`config.mk`:
```
export PLATFORM = sky130hd
export DESIGN_NAME = multicycle_controller_flat
export DESIGN_NICKNAME = d
export VERILOG_FILES = /design/src/rtl/multicycle_controller_if.sv /design/src/rtl/multicycle_controller.sv /design/src/flat_wrapper.sv
export SDC_FILE = /design/constraint.sdc
export NUM_CORES = 1
export LEC_CHECK = 0
export ABC_AREA = 0
export BUFFER_PORTS_ARGS = -buffer_cell sky130_fd_sc_hd__clkbuf_2
export CORE_MARGIN = 2
export CORE_UTILIZATION = 57
export DETAILED_ROUTE_END_ITERATION = 12
export GPL_TIMING_DRIVEN = 0
export PLACE_DENSITY = 0.94
export SYNTH_ARGS = -nofsm -noshare
export SYNTH_HDL_FRONTEND = slang
export SYNTH_SLANG_ARGS = --single-unit
```
`constraint.sdc`:
```
create_clock -name clk -period 5.24 [get_ports clk]
set_input_delay 1.048 -clock clk [delete_from_list [all_inputs] [get_ports clk]]
set_output_delay 1.048 -clock clk [all_outputs]
set_load 0.05 [all_outputs]
```
`src/rtl/multicycle_controller_if.sv`:
```
// Handshake and control bundle between the multi-cycle controller (master)
// and the datapath / memory side (slave).
interface multicycle_controller_if #(
   parameter int CNT_W = 32
);
   logic [6:0]       Opcode;
   logic             instr_ready;
   logic             data_ready;
   logic             branch_taken;
   logic             instr_req;
   logic             IRWrite;
   logic             PCWrite;
   logic [1:0]       PCSrc;
   logic             ALUSrcA;
   logic             ALUSrc;
   logic [1:0]       ALUOp;
   logic [1:0]       ResultSrc;
   logic             RegWrite;
   logic             MemRead;
   logic             MemWrite;
   logic             Branch;
   logic             jmp;
   logic             jmpr;
   logic             trap;
   logic [1:0]       trap_cause;
   logic [CNT_W-1:0] instret;
   logic [2:0]       state_o;

   modport master (
      input  Opcode, instr_ready, data_ready, branch_taken,
      output instr_req, IRWrite, PCWrite, PCSrc, ALUSrcA, ALUSrc, ALUOp, ResultSrc,
             RegWrite, MemRead, MemWrite, Branch, jmp, jmpr, trap, trap_cause,
             instret, state_o
   );

   modport slave (
      output Opcode, instr_ready, data_ready, branch_taken,
      input  instr_req, IRWrite, PCWrite, PCSrc, ALUSrcA, ALUSrc, ALUOp, ResultSrc,
             RegWrite, MemRead, MemWrite, Branch, jmp, jmpr, trap, trap_cause,
             instret, state_o
   );
endinterface

```
`src/rtl/multicycle_controller.sv`:
```
// Multi-cycle RISC-V main control FSM: FETCH/DECODE/EXEC/MEM/WB with ready
// handshakes, memory-wait watchdog, sticky trap and retired-instruction counter.
module multicycle_controller #(
   parameter int TIMEOUT_CYCLES = 16,
   parameter int CNT_W          = 32,
   parameter bit SUPPORT_UPPER  = 1'b1
) (
   input  logic                    clk,
   input  logic                    reset,
   multicycle_controller_if.master bus
);
   localparam int WAIT_W = (TIMEOUT_CYCLES > 1) ? $clog2(TIMEOUT_CYCLES) : 1;
   localparam logic [WAIT_W-1:0] WAIT_LAST = WAIT_W'(TIMEOUT_CYCLES - 1);

   typedef enum logic [2:0] {
      S_FETCH = 3'd0, S_DECODE = 3'd1, S_EXEC = 3'd2,
      S_MEM = 3'd3, S_WB = 3'd4, S_TRAP = 3'd5
   } state_e;

   typedef enum logic [3:0] {
      C_ILL = 4'd0, C_R = 4'd1, C_I = 4'd2, C_LW = 4'd3, C_SW = 4'd4,
      C_BR = 4'd5, C_JAL = 4'd6, C_JALR = 4'd7, C_LUI = 4'd8, C_AUIPC = 4'd9
   } class_e;

   function automatic class_e decode_op(input logic [6:0] op);
      case (op)
         7'b0110011: return C_R;
         7'b0010011: return C_I;
         7'b0000011: return C_LW;
         7'b0100011: return C_SW;
         7'b1100011: return C_BR;
         7'b1101111: return C_JAL;
         7'b1100111: return C_JALR;
         7'b0110111: return SUPPORT_UPPER ? C_LUI : C_ILL;
         7'b0010111: return SUPPORT_UPPER ? C_AUIPC : C_ILL;
         default:    return C_ILL;
      endcase
   endfunction

   state_e            state_q, state_d;
   class_e            class_q, class_d;
   logic [WAIT_W-1:0] wait_q, wait_d;
   logic              trap_q, trap_d;
   logic [1:0]        cause_q, cause_d;
   logic [CNT_W-1:0]  instret_q, instret_d;
   logic              retire_s;

   logic       instr_req_s, ir_write_s, pc_write_s, alu_src_a_s, alu_src_s;
   logic [1:0] pc_src_s, alu_op_s, result_src_s;
   logic       reg_write_s, mem_read_s, mem_write_s, branch_s, jmp_s, jmpr_s;

   // Next-state, watchdog, trap and control decode; controls are held low while reset is asserted.
   always_comb begin
      state_d      = state_q;
      class_d      = class_q;
      wait_d       = '0;
      trap_d       = trap_q;
      cause_d      = cause_q;
      retire_s     = 1'b0;
      instr_req_s  = 1'b0;
      ir_write_s   = 1'b0;
      pc_write_s   = 1'b0;
      pc_src_s     = 2'b00;
      alu_src_a_s  = 1'b0;
      alu_src_s    = 1'b0;
      alu_op_s     = 2'b00;
      result_src_s = 2'b00;
      reg_write_s  = 1'b0;
      mem_read_s   = 1'b0;
      mem_write_s  = 1'b0;
      branch_s     = 1'b0;
      jmp_s        = 1'b0;
      jmpr_s       = 1'b0;
      if (reset) begin
         state_d = S_FETCH;
      end else begin
         case (state_q)
            S_FETCH: begin
               instr_req_s = 1'b1;
               if (bus.instr_ready) begin
                  ir_write_s = 1'b1;
                  state_d    = S_DECODE;
               end else if (wait_q == WAIT_LAST) begin
                  state_d = S_TRAP;
                  trap_d  = 1'b1;
                  cause_d = 2'b10;
               end else begin
                  wait_d = wait_q + WAIT_W'(1'b1);
               end
            end
            S_DECODE: begin
               class_d = decode_op(bus.Opcode);
               if (class_d == C_ILL) begin
                  state_d = S_TRAP;
                  trap_d  = 1'b1;
                  cause_d = 2'b01;
               end else begin
                  state_d = S_EXEC;
               end
            end
            S_EXEC: begin
               case (class_q)
                  C_R: begin
                     alu_op_s = 2'b10;
                     state_d  = S_WB;
                  end
                  C_I: begin
                     alu_op_s  = 2'b10;
                     alu_src_s = 1'b1;
                     state_d   = S_WB;
                  end
                  C_LUI: begin
                     alu_src_s = 1'b1;
                     alu_op_s  = 2'b11;
                     state_d   = S_WB;
                  end
                  C_AUIPC: begin
                     alu_src_a_s = 1'b1;
                     alu_src_s   = 1'b1;
                     state_d     = S_WB;
                  end
                  C_LW, C_SW: begin
                     alu_src_s = 1'b1;
                     state_d   = S_MEM;
                  end
                  C_BR: begin
                     branch_s   = 1'b1;
                     alu_op_s   = 2'b01;
                     pc_write_s = 1'b1;
                     pc_src_s   = bus.branch_taken ? 2'b01 : 2'b00;
                     retire_s   = 1'b1;
                     state_d    = S_FETCH;
                  end
                  C_JAL: begin
                     jmp_s        = 1'b1;
                     reg_write_s  = 1'b1;
                     result_src_s = 2'b10;
                     pc_write_s   = 1'b1;
                     pc_src_s     = 2'b01;
                     retire_s     = 1'b1;
                     state_d      = S_FETCH;
                  end
                  C_JALR: begin
                     jmpr_s       = 1'b1;
                     alu_src_s    = 1'b1;
                     reg_write_s  = 1'b1;
                     result_src_s = 2'b10;
                     pc_write_s   = 1'b1;
                     pc_src_s     = 2'b10;
                     retire_s     = 1'b1;
                     state_d      = S_FETCH;
                  end
                  default: begin
                     state_d = S_TRAP;
                     trap_d  = 1'b1;
                     cause_d = 2'b01;
                  end
               endcase
            end
            S_MEM: begin
               if (class_q == C_LW) begin
                  mem_read_s = 1'b1;
               end else begin
                  mem_write_s = 1'b1;
               end
               if (bus.data_ready) begin
                  if (class_q == C_LW) begin
                     state_d = S_WB;
                  end else begin
                     pc_write_s = 1'b1;
                     retire_s   = 1'b1;
                     state_d    = S_FETCH;
                  end
               end else if (wait_q == WAIT_LAST) begin
                  state_d = S_TRAP;
                  trap_d  = 1'b1;
                  cause_d = 2'b11;
               end else begin
                  wait_d = wait_q + WAIT_W'(1'b1);
               end
            end
            S_WB: begin
               reg_write_s  = 1'b1;
               result_src_s = (class_q == C_LW) ? 2'b01 : 2'b00;
               pc_write_s   = 1'b1;
               retire_s     = 1'b1;
               state_d      = S_FETCH;
            end
            S_TRAP: begin
               state_d = S_TRAP;
            end
            default: begin
               state_d = S_FETCH;
            end
         endcase
      end
      instret_d = retire_s ? instret_q + CNT_W'(1'b1) : instret_q;
   end

   // State, class, watchdog, trap and retire-count registers.
   always_ff @(posedge clk) begin
      if (reset) begin
         state_q   <= S_FETCH;
         class_q   <= C_ILL;
         wait_q    <= '0;
         trap_q    <= 1'b0;
         cause_q   <= 2'b00;
         instret_q <= '0;
      end else begin
         state_q   <= state_d;
         class_q   <= class_d;
         wait_q    <= wait_d;
         trap_q    <= trap_d;
         cause_q   <= cause_d;
         instret_q <= instret_d;
      end
   end

   assign bus.instr_req  = instr_req_s;
   assign bus.IRWrite    = ir_write_s;
   assign bus.PCWrite    = pc_write_s;
   assign bus.PCSrc      = pc_src_s;
   assign bus.ALUSrcA    = alu_src_a_s;
   assign bus.ALUSrc     = alu_src_s;
   assign bus.ALUOp      = alu_op_s;
   assign bus.ResultSrc  = result_src_s;
   assign bus.RegWrite   = reg_write_s;
   assign bus.MemRead    = mem_read_s;
   assign bus.MemWrite   = mem_write_s;
   assign bus.Branch     = branch_s;
   assign bus.jmp        = jmp_s;
   assign bus.jmpr       = jmpr_s;
   assign bus.trap       = trap_q;
   assign bus.trap_cause = cause_q;
   assign bus.instret    = instret_q;
   assign bus.state_o    = state_q;
endmodule

```
`src/flat_wrapper.sv`:
```
// flat-port wrapper written by rule: the top's interface ports become plain ports
module multicycle_controller_flat 
#(
   parameter int TIMEOUT_CYCLES = 16,
   parameter int CNT_W          = 32,
   parameter bit SUPPORT_UPPER  = 1'b1
)
  (clk, reset, bus_Opcode, bus_instr_ready, bus_data_ready, bus_branch_taken, bus_instr_req, bus_IRWrite, bus_PCWrite, bus_PCSrc, bus_ALUSrcA, bus_ALUSrc, bus_ALUOp, bus_ResultSrc, bus_RegWrite, bus_MemRead, bus_MemWrite, bus_Branch, bus_jmp, bus_jmpr, bus_trap, bus_trap_cause, bus_instret, bus_state_o);
  multicycle_controller_if #(.CNT_W(CNT_W)) bus_i ();
  input  logic clk;
  input  logic reset;
  input wire logic [$bits(bus_i.Opcode)-1:0] bus_Opcode;
  input wire logic [$bits(bus_i.instr_ready)-1:0] bus_instr_ready;
  input wire logic [$bits(bus_i.data_ready)-1:0] bus_data_ready;
  input wire logic [$bits(bus_i.branch_taken)-1:0] bus_branch_taken;
  output wire logic [$bits(bus_i.instr_req)-1:0] bus_instr_req;
  output wire logic [$bits(bus_i.IRWrite)-1:0] bus_IRWrite;
  output wire logic [$bits(bus_i.PCWrite)-1:0] bus_PCWrite;
  output wire logic [$bits(bus_i.PCSrc)-1:0] bus_PCSrc;
  output wire logic [$bits(bus_i.ALUSrcA)-1:0] bus_ALUSrcA;
  output wire logic [$bits(bus_i.ALUSrc)-1:0] bus_ALUSrc;
  output wire logic [$bits(bus_i.ALUOp)-1:0] bus_ALUOp;
  output wire logic [$bits(bus_i.ResultSrc)-1:0] bus_ResultSrc;
  output wire logic [$bits(bus_i.RegWrite)-1:0] bus_RegWrite;
  output wire logic [$bits(bus_i.MemRead)-1:0] bus_MemRead;
  output wire logic [$bits(bus_i.MemWrite)-1:0] bus_MemWrite;
  output wire logic [$bits(bus_i.Branch)-1:0] bus_Branch;
  output wire logic [$bits(bus_i.jmp)-1:0] bus_jmp;
  output wire logic [$bits(bus_i.jmpr)-1:0] bus_jmpr;
  output wire logic [$bits(bus_i.trap)-1:0] bus_trap;
  output wire logic [$bits(bus_i.trap_cause)-1:0] bus_trap_cause;
  output wire logic [$bits(bus_i.instret)-1:0] bus_instret;
  output wire logic [$bits(bus_i.state_o)-1:0] bus_state_o;
  assign bus_i.Opcode = bus_Opcode;
  assign bus_i.instr_ready = bus_instr_ready;
  assign bus_i.data_ready = bus_data_ready;
  assign bus_i.branch_taken = bus_branch_taken;
  assign bus_instr_req = bus_i.instr_req;
  assign bus_IRWrite = bus_i.IRWrite;
  assign bus_PCWrite = bus_i.PCWrite;
  assign bus_PCSrc = bus_i.PCSrc;
  assign bus_ALUSrcA = bus_i.ALUSrcA;
  assign bus_ALUSrc = bus_i.ALUSrc;
  assign bus_ALUOp = bus_i.ALUOp;
  assign bus_ResultSrc = bus_i.ResultSrc;
  assign bus_RegWrite = bus_i.RegWrite;
  assign bus_MemRead = bus_i.MemRead;
  assign bus_MemWrite = bus_i.MemWrite;
  assign bus_Branch = bus_i.Branch;
  assign bus_jmp = bus_i.jmp;
  assign bus_jmpr = bus_i.jmpr;
  assign bus_trap = bus_i.trap;
  assign bus_trap_cause = bus_i.trap_cause;
  assign bus_instret = bus_i.instret;
  assign bus_state_o = bus_i.state_o;
  multicycle_controller #(.TIMEOUT_CYCLES(TIMEOUT_CYCLES), .CNT_W(CNT_W), .SUPPORT_UPPER(SUPPORT_UPPER)) u_core (.clk(clk), .reset(reset), .bus(bus_i));
endmodule
```
==> flow_metrics.py <==
metrics = {
    "critical_path": {
        "cp_cell_sequence": "clkbuf_2, clkbuf_1, nor2_1, nand3b_1, nor3b_1, nand2_1, o21ai_0, clkbuf_2",
        "critPathMaxStageDelay_ps": 330,
        "path_common_cell": "clkbuf_2",
        "crit_family": "simple AND/OR/NAND/NOR gates",
        "critical_path_required_ps": 4190,
        "critPathMaxFanout": 10,
        "cp.arrival_ps": 2880,
        "timing.rr.start": "u_core.bus.instret[6]",
        "crit_path_start_kind": "input pin",
        "worst-path-buf-inv": 3,
        "critPathKind": "in2out",
        "ff2ff_path_depth": 6,
        "end_kind": "primary output",
        "r2r-end": "u_core.bus.instret[22]",
        "cp_slowest_cell": "nor2_1",
        "r2r_slack_ps": 2740,
    },
    "timing": {
        "layout_worst_path_cycle_share_pct": 75.0,
        "rsz0062_at_grt": "no",
        "min_period_ps": 3930,
        "slew_headroom_pct": 58.0,
        "finalSetupViolations": 0,
        "worst_slew_pin_slew_ps": 621,
        "finalHoldViolations": 0,
        "fin_setup_tns_ps": 0,
        "slew_violations": 0,
        "clock_skew_ps": 6.18,
        "max_freq_mhz": 255,
    },
    "placed_design": {
        "dp_cells": 465,
        "io_buffers": 66,
        "place_congestion": 0.958,
        "dp_hpwl_mm": 5.14,
    },
    "clock_network": {
        "htree_levels": 2,
        "cts_tree": "done",
        "cts_hold_buf": 0,
        "clock_path_buffers": 2,
        "cts_setup_buffers": 0,
        "cts_buffers": 5,
        "insertion_delay_ps": 300,
        "clkTransAtPathRegs_ps": 80,
        "clockRootBuffer": "clkbuf_8",
        "cts.sinks": 46,
        "ctsResizeCount": 0,
    },
    "drt": {
        "vias_per_cell": 6.38,
        "drc": 0,
        "wl_mm": 7.28,
        "post_drt_wl_per_cell_um": 15.4,
        "drt_first_pass_iters": 5,
        "num_vias": 3010,
        "drt.antenna.violating_nets": 0,
        "first_iter_violations": 333,
    },
    "floorplanning": {
        "dieArea_um2": 5240,
        "rows": 24,
        "io-pin-count": 67,
        "core_um2": 4440,
        "die_h_um": 72.4,
        "die_x_um": 72.4,
        "initial_core_util_pct": 60.0,
    },
    "hold_path": {
        "worst_hold_startpoint": "u_core.bus.trap_cause[0]",
        "hold-path-endpoint": "u_core.bus.trap_cause[0]",
        "holdPathStages": 2,
        "hold_path_class": "reg2reg",
    },
    "synthesis": {
        "synth_ff_type": "dfxtp_1",
        "seq_area_frac_synth_pct": 34.5,
        "synthDistinctLibCells": 50,
        "synthCells": 347,
        "ys_seq_elements": 46,
        "yosysWarnings": 0,
        "synth_fp_nets": 361,
        "async_flop_share_pct": 0,
        "synth_top_area_share_pct": 34.5,
        "ys_top_cells_by_area": "dfxtp_1 (35%), a21oi_1 (7.3%), nor2_1 (4.6%)",
        "yosysTopAreaCell": "dfxtp_1",
        "synth_edf_count": 0,
        "synth_area_um2": 2670,
        "syn_area_per_cell_um2": 7.69,
    },
    "status": {
        "status": "completed",
    },
    "finish": {
        "nNetsFinal": 434,
        "area_delta_synth_final_pct": 19.0,
        "stdcell_count": 472,
        "drive_gt1_share_pct": 20.2,
        "fillerInstances": 356,
        "ff_latch_area_um2": 921,
        "multiInputGateArea_um2": 1610,
        "antenna_cells": 0,
        "layout_common_cells": "clkbuf_2 (66), dfxtp_1 (46), a21oi_1 (39), nor2_1 (33), nand2_1 (25)",
        "mostFrequentLayoutCell": "clkbuf_2",
    },
    "power_and_ir_drop": {
        "p_per_area_nw_per_um2": 228,
        "total_leakage_power_nw": 1.17,
        "ir_worst_vdd_uv": 111,
    },
    "global_route": {
        "grt_usage_pct": 27.8,
        "grt_pass1_vias": 2617,
        "grt_pass1_wl_mm": 11.8,
        "antenna_found_initial": 0,
        "grt_max_degree": 14,
        "grt_overflow_total": 0,
    },
    "run": {
        "drv_cap": 0,
    },
}
metrics by stage:
| stage | util (%) | cell area [um^2] | total power, mW | hold WS, ps | setup WS, ps |
|---|---|---|---|---|---|
| after floorplan | - | 2670 | 0.436 | 452 | 886 |
| after global placement | 68.9 | 3060 | 0.458 | 463 | 1410 |
| after detailed placement | 68.9 | 3060 | 0.460 | 480 | 1360 |
| after CTS | 71.5 | 3180 | 0.723 | 495 | 1340 |
| after global routing | 71.5 | 3180 | 0.748 | 508 | 1040 |
| final | 71.5 | 3180 | 0.725 | 492 | 1310 |
report_power, final:
group | switching, mW | internal [mW]
sequential | 0.00547 | 0.354
clock | 0.117 | 0.153
combinational | 0.0651 | 0.0299
total | 0.188 | 0.537
how the worst max path moves through the flow:
stage	startpoint	end	cells after the start
4_1_cts	reset	bus_RegWrite	8
2_1_floorplan	reset	bus_IRWrite	3
6_report	reset	bus_RegWrite	8
5_1_grt	reset	bus_RegWrite	8
3_5_place_dp	reset	bus_RegWrite	8
3_3_place_gp	reset	bus_RegWrite	8
Yosys cell counts (2+ instances only):
cell       number
o21bai_1        5
mux2i_1         2
dfxtp_1        46
a31oi_1         3
buf_6           2
nor2b_1         4
o41ai_1         3
a21oi_1        39
nand4b_1        3
o31ai_1        11
nor2_1         33
nand2b_1        6
ha_1            2
nand3b_1        3
or3_1          16
xnor2_1         3
nand3_1        15
and3_1          4
nor3_1         12
inv_1          10
a32oi_1         2
nand2_1        25
xor2_1          3
a2bb2oi_1       4
clkbuf_1       18
o21ai_0        21
or2_2           4
nand4_1         9
or4_1          13
nor4_1          3
o311ai_0        4
state kept, by name (all words and copies together), names as in the netlist:
name,flops
u_core.bus.trap,1
u_core.bus.trap_cause,2
u_core.class_q,4
u_core.bus.state_o,3
u_core.bus.instret,32
u_core.wait_q,4
cell families (layout without fill, tap and decap cells):
| logic type | after synthesis | count (layout) | share of synthesized area (%) |
|---|---|---|---|
| mux | 2 | 2 | 0.750 |
| xor+xnor | 6 | 6 | 1.97 |
| compound gates | 103 | 103 | 25.0 |
| flops | 46 | 46 | 34.5 |
| simple gates | 157 | 157 | 31.8 |
| fa+ha+maj | 2 | 2 | 0.938 |
| buf+inv | 31 | 104 | 4.97 |
cell type report:
| type | count | area share, % |
|---|---|---|
| multi-input combinational | 270 | 50.8 |
| tap | 52 | 2.05 |
| clock buffer | 6 | 2.60 |
| clock inverter | 1 | 0.946 |
| buffer | 21 | 2.99 |
| timing repair buffer | 66 | 10.4 |
| inverter | 10 | 1.18 |
| sequential | 46 | 29.0 |
metal layers:
| metal | part of all wire (%) | global-route usage [%] | vias up |
|---|---|---|---|
| met2 | 47 | 43.2 | 170 |
| met3 | 8.8 | 6.11 | 18 |
| met5 | 0 | 0 | - |
| li1 | - | - | 1441 |
| met1 | 42 | 37.5 | 1381 |
| met4 | 2.0 | 11.3 | 0 |
worst register-to-register path: stages (launching register included):
cell      delay, ps
dfxtp_1         440
nand4_1         210
nor4_1          420
clkbuf_1        410
nand3_1         230
or4_1           520
a21oi_1         190
(Power assumes the default switching activity.)
